`config.mk`:
```
export PLATFORM = sky130hd
export DESIGN_NAME = pc_seq
export DESIGN_NICKNAME = d
export VERILOG_FILES = /design/src/rtl/pc_seq_pkg.sv /design/src/rtl/pc_ras.sv /design/src/rtl/pc_seq.sv
export SDC_FILE = /design/constraint.sdc
export NUM_CORES = 1
export LEC_CHECK = 0
export CAP_MARGIN = 20
export CORE_MARGIN = 2
export CORE_UTILIZATION = 39
export CTS_CLUSTER_SIZE = 24
export DETAILED_ROUTE_END_ITERATION = 8
export PLACE_DENSITY = 0.86
export SYNTH_ARGS = -nofsm -noshare
export SYNTH_HDL_FRONTEND = slang
export SYNTH_HIERARCHICAL = 1
export SYNTH_SLANG_ARGS = --single-unit
```
`constraint.sdc`:
```
create_clock -name clk -period 2.9 [get_ports clk]
set_input_delay 0.725 -clock clk [delete_from_list [all_inputs] [get_ports clk]]
set_output_delay 0.725 -clock clk [all_outputs]
set_load 0.05 [all_outputs]
```
`src/rtl/pc_seq_pkg.sv`:
```
// Shared constants for the PC sequencer: pcsrc encodings and parameter defaults.
package pc_seq_pkg;

   localparam int unsigned ADDR_W_DEF    = 10;
   localparam int unsigned RAS_DEPTH_DEF = 4;
   localparam int unsigned RESET_PC_DEF  = 0;

   typedef enum logic [1:0] {
      PCSRC_SEQ = 2'b00,
      PCSRC_BR  = 2'b01,
      PCSRC_JMP = 2'b10,
      PCSRC_RET = 2'b11
   } pcsrc_e;

endpackage

```
`src/rtl/pc_ras.sv`:
```
// Circular return-address stack. A push while full overwrites the oldest entry;
// push and pop together replace the top in place. Entry storage is not reset.
module pc_ras
   import pc_seq_pkg::*;
#(
   parameter int unsigned ADDR_W = ADDR_W_DEF,
   parameter int unsigned DEPTH  = RAS_DEPTH_DEF
) (
   input  logic              clk,
   input  logic              reset,
   input  logic              push,
   input  logic              pop,
   input  logic [ADDR_W-1:0] din,
   output logic [ADDR_W-1:0] top,
   output logic              empty,
   output logic              full,
   output logic              ovf,
   output logic              unf
);

   localparam int unsigned PtrW = $clog2(DEPTH);
   localparam int unsigned CntW = PtrW + 1;

   logic [ADDR_W-1:0] mem_q [DEPTH];
   logic [PtrW-1:0]   sp_q, sp_d, top_idx, wr_idx;
   logic [CntW-1:0]   cnt_q, cnt_d;
   logic              ovf_q, ovf_d, unf_q, unf_d, wr_en;

   // sp_q is the next free slot; the top lives one below it (wraps with the pointer)
   assign top_idx = sp_q - PtrW'(1);
   assign top     = mem_q[top_idx];
   assign empty   = (cnt_q == '0);
   assign full    = (cnt_q == CntW'(DEPTH));
   assign ovf     = ovf_q;
   assign unf     = unf_q;

   // Next pointer/count, write enable and pulse flags from push/pop
   always_comb begin
      sp_d   = sp_q;
      cnt_d  = cnt_q;
      ovf_d  = 1'b0;
      unf_d  = 1'b0;
      wr_en  = 1'b0;
      wr_idx = sp_q;
      if (push && pop) begin
         wr_en = 1'b1;
         if (empty) begin
            // Nothing to pop: behaves as a plain push plus an underflow pulse
            sp_d  = sp_q + PtrW'(1);
            cnt_d = cnt_q + CntW'(1);
            unf_d = 1'b1;
         end else begin
            wr_idx = top_idx;
         end
      end else if (push) begin
         wr_en = 1'b1;
         sp_d  = sp_q + PtrW'(1);
         if (full) ovf_d = 1'b1;
         else      cnt_d = cnt_q + CntW'(1);
      end else if (pop) begin
         if (empty) begin
            unf_d = 1'b1;
         end else begin
            sp_d  = top_idx;
            cnt_d = cnt_q - CntW'(1);
         end
      end
   end

   // Pointer, count and pulse registers
   always_ff @(posedge clk) begin
      if (reset) begin
         sp_q  <= '0;
         cnt_q <= '0;
         ovf_q <= 1'b0;
         unf_q <= 1'b0;
      end else begin
         sp_q  <= sp_d;
         cnt_q <= cnt_d;
         ovf_q <= ovf_d;
         unf_q <= unf_d;
      end
   end

   // Entry storage, written on push or replace
   always_ff @(posedge clk) begin
      if (!reset && wr_en) mem_q[wr_idx] <= din;
   end

endmodule

```
`src/rtl/pc_seq.sv`:
```
// Program-counter sequencer with seq/branch/jump/return selection.
// Define PC_SEQ_RAS_EN to include the return-address stack; without it,
// return acts as seq, jal is ignored and the stack flags are constant.
module pc_seq
   import pc_seq_pkg::*;
#(
   parameter int unsigned ADDR_W    = ADDR_W_DEF,
   parameter int unsigned RAS_DEPTH = RAS_DEPTH_DEF,
   parameter int unsigned RESET_PC  = RESET_PC_DEF
) (
   input  logic              clk,
   input  logic              reset,
   input  logic              stall,
   input  logic [1:0]        pcsrc,
   input  logic [15:0]       immediate,
   input  logic [ADDR_W-1:0] address,
   input  logic              jal,
   output logic [ADDR_W-1:0] pc,
   output logic [ADDR_W-1:0] next_pc,
   output logic              ras_empty,
   output logic              ras_full,
   output logic              ras_ovf,
   output logic              ras_unf
);

   logic [ADDR_W-1:0] pc_q, pc_plus1, ret_target;

   assign pc       = pc_q;
   assign pc_plus1 = pc_q + ADDR_W'(1);

`ifdef PC_SEQ_RAS_EN
   logic [ADDR_W-1:0] ras_top;
   logic              ras_push, ras_pop;

   assign ras_push   = !stall && jal;
   assign ras_pop    = !stall && (pcsrc == PCSRC_RET);
   assign ret_target = ras_empty ? pc_plus1 : ras_top;

   pc_ras #(
      .ADDR_W (ADDR_W),
      .DEPTH  (RAS_DEPTH)
   ) u_ras (
      .clk   (clk),
      .reset (reset),
      .push  (ras_push),
      .pop   (ras_pop),
      .din   (pc_plus1),
      .top   (ras_top),
      .empty (ras_empty),
      .full  (ras_full),
      .ovf   (ras_ovf),
      .unf   (ras_unf)
   );
`else
   logic unused_jal;

   assign unused_jal = jal;
   assign ret_target = pc_plus1;
   assign ras_empty  = 1'b1;
   assign ras_full   = 1'b0;
   assign ras_ovf    = 1'b0;
   assign ras_unf    = 1'b0;
`endif

   // Next-PC select; all sums wrap modulo 2^ADDR_W
   always_comb begin
      next_pc = pc_plus1;
      unique case (pcsrc_e'(pcsrc))
         PCSRC_SEQ: next_pc = pc_plus1;
         PCSRC_BR:  next_pc = ADDR_W'(immediate);
         PCSRC_JMP: next_pc = pc_plus1 + address;
         PCSRC_RET: next_pc = ret_target;
         default:   next_pc = pc_plus1;
      endcase
   end

   // PC register; reset wins over stall
   always_ff @(posedge clk) begin
      if (reset)       pc_q <= ADDR_W'(RESET_PC);
      else if (!stall) pc_q <= next_pc;
   end

endmodule

```
==> flow_summary.yaml <==
status:
  status: "complete, but fails checks"
  violations: "negative setup slack"
synthesis:
  synth_cells: 172
  async_flop_share_pct: 0
  ys_warn_count: 6
  synth_area_um2: 1330
  avgSynthCellArea_um2: 7.73
  synth_edf_count: 0
  yosysSeqAreaShare_pct: 15.1
  synth_ff_type: "dfxtp_1"
  yosysUniqueCellTypes: 48
  ys_seq_elements: 10
detailed_routing:
  vias: 1989
  routed_via_density: 5.96
  drt_iter0_markers: 193
  drc: 0
  drt-total-wl_um: 7700
  avgRoutedWirePerCell_um: 23.1
  drt_first_pass_iters: 5
  ant_nets: 0
critical_path:
  cp-end-kind: "output pin"
  cp_data_required_time_ns: 2.17
  crit_path_start_kind: "flop"
  critPathArrivalTime_ns: 3.02
  worstPathMaxFanout: 4
  path_class: "reg -> out"
  r2r_cells: 18
floorplanning:
  die_area_um2: 3890
  floorplan.initialDensity_pct: 40.2
  rows: 21
  die_h_um: 62.4
  core_area_um2: 3310
  die_w_um: 62.4
  io_pins: 56
timing:
  maxSlewHeadroom_pct: 64.7
  whs_ns: 0.570
  setup_tns_ns: -5.00
  grt_setup_unrepaired: "yes"
  finalCriticalPeriod_ns: 3.75
  fmax_mhz: 267
  setup_viol: 11
  fin_skew_ns: 0.00453
  setup_slack_ns: -0.847
  timing.final.crit_share_pct: 129
  finalHoldViolCount: 0
  tightestPinTransition_ns: 0.527
  slew_violations: 0
global_routing:
  grt_busiest_layer: "met2"
  grt_max_degree: 12
  grt_pass1_vias: 2058
  overflow: 0
  antenna_found_initial: 0
  use_met3_pct: 4.32
  grt_pass1_wl_um: 10300
  grtUsageMet1_pct: 39.3
  grt_usage_pct: 33.9
  use_met2_pct: 60.2
power:
  p_leak_nw: 1.31
  seq_power_share_pct: 15.5
  p_sw_w: 0.000461
  p_sw_share_pct: 43.8
  p_comb_share_pct: 71.6
  pwr-share-clk_pct: 12.9
  internal_power_w: 0.000592
  power_density_nw_per_um2: 355
  ir_drop_mv: 0.184
cts:
  tritoncts: "done"
  cts_made_buffers: 3
  htree_levels: 1
  insertion_delay_ns: 0.28
  cts_sinks: 10
  holdBufCountCts: 0
  cts-root-buf: "clkbuf_4"
  cts.path.max_buffers: 2
  clk_pin_slew_worst_paths_ns: 0.08
place:
  portBuffers: 44
  gp_congestion: 0.883
  place_hpwl_um: 3510
final_layout:
  final_common_cell: "buf_4"
  nNetsFinal: 336
  drive_above_1_share_pct: 56.9
  syn2layout_area_growth_pct: 123
  final_cell_mix: "67 x buf_4, 28 x clkdlybuf4s50_1, 11 x buf_12"
  antennaDiodeCount: 0
  largest_reg_flops: 10
min_path:
  hp-class: "reg -> reg"
  min_path_cells: 2
run:
  cap_violations: 0
==> stage by stage <==
step / util [%] / total power [W] / instances / setup WS (ns) / cell area [µm²]
after detailed placement: 71.0 / 0.000711 / 301 / -0.770 / 2350
after CTS: 85.0 / 0.000945 / 332 / -0.654 / 2810
final: 89.6 / 0.00105 / 334 / -0.847 / 2970
after floorplan: - / 0.000473 / 174 / -0.487 / 1490
after global placement: 71.0 / 0.000696 / 301 / -0.763 / 2350
after global routing: 89.6 / 0.00109 / 334 / -0.884 / 2970
==> path summary, 6_finish.rpt <==
check	from	end	slack, ns
min reg2reg	pc[9]	pc[9]	0.57
max reg2reg	pc[0]	pc[7]	-0.57
min	pc[9]	pc[9]	0.57
max	pc[0]	next_pc[9]	-0.85
==> synth_stat cells (3+ instances only) <==
cell	number	area share [%]
nor3_1	4	1.5
nand3b_1	5	2.8
a211oi_1	3	1.7
xnor2_1	6	4.0
nor2b_1	7	3.3
nor2_1	8	2.3
buf_4	4	2.3
o21ai_0	9	3.4
ha_1	14	13
mux2i_1	3	2.3
nand2_1	11	3.1
dfxtp_1	10	15
xor2_1	4	2.6
inv_1	15	4.2
a21oi_1	20	7.5
nand3_1	9	3.4
==> routing by layer <==
metal	part of all wire [%]	wire length (µm)
met5	0	0
met4	6.2	474
met3	7.1	544
met2	50	3850
met1	37	2840
==> power groups by stage <==
stage	clock [W]	sequential [W]	combinational, W
after floorplan	0	0.000199	0.000274
after global placement	0	0.000162	0.000534
after detailed placement	0	0.000163	0.000548
after CTS	0.000132	0.000160	0.000653
after global routing	0.000145	0.000164	0.000778
final	0.000136	0.000163	0.000754
==> cell families after synthesis <==
logic type | count (synthesis) | share of synthesized area (%)
simple gates | 52 | 22.1
fa+ha+maj | 15 | 14.7
other cells | 2 | 0.565
xor+xnor | 11 | 8.28
flops | 10 | 15.1
buf+inv | 27 | 11.1
compound gates | 51 | 25.1
mux | 4 | 3.10
==> worst max-delay path, stage by stage (launching register included) <==
cell	delay, ns
dfxtp_4	0.40
ha_4	0.16
buf_6	0.10
nand4_1	0.17
nor2_2	0.23
xnor2_2	0.20
ha_4	0.28
nand2_1	0.15
a211oi_2	0.08
or4_4	0.50
nand3_4	0.10
a21boi_4	0.21
buf_12	0.15
==> final cells by class <==
| class | instances | area (µm²) |
|---|---|---|
| clock buffer | 4 | 36.3 |
| fill | 149 | 345 |
| inverter | 16 | 66.3 |
| multi-input combinational | 137 | 1420 |
| sequential | 10 | 219 |
| tap | 46 | 57.6 |
| timing repair buffer | 121 | 1160 |
==> timing repair <==
item / CTS / global route
endpoints found under the setup margin: 10 / 14
setup buffers: 28 / 11
resized for setup: 58 / 31
pin swaps: 27 / 32
Power figures use the tool's default switching activity.
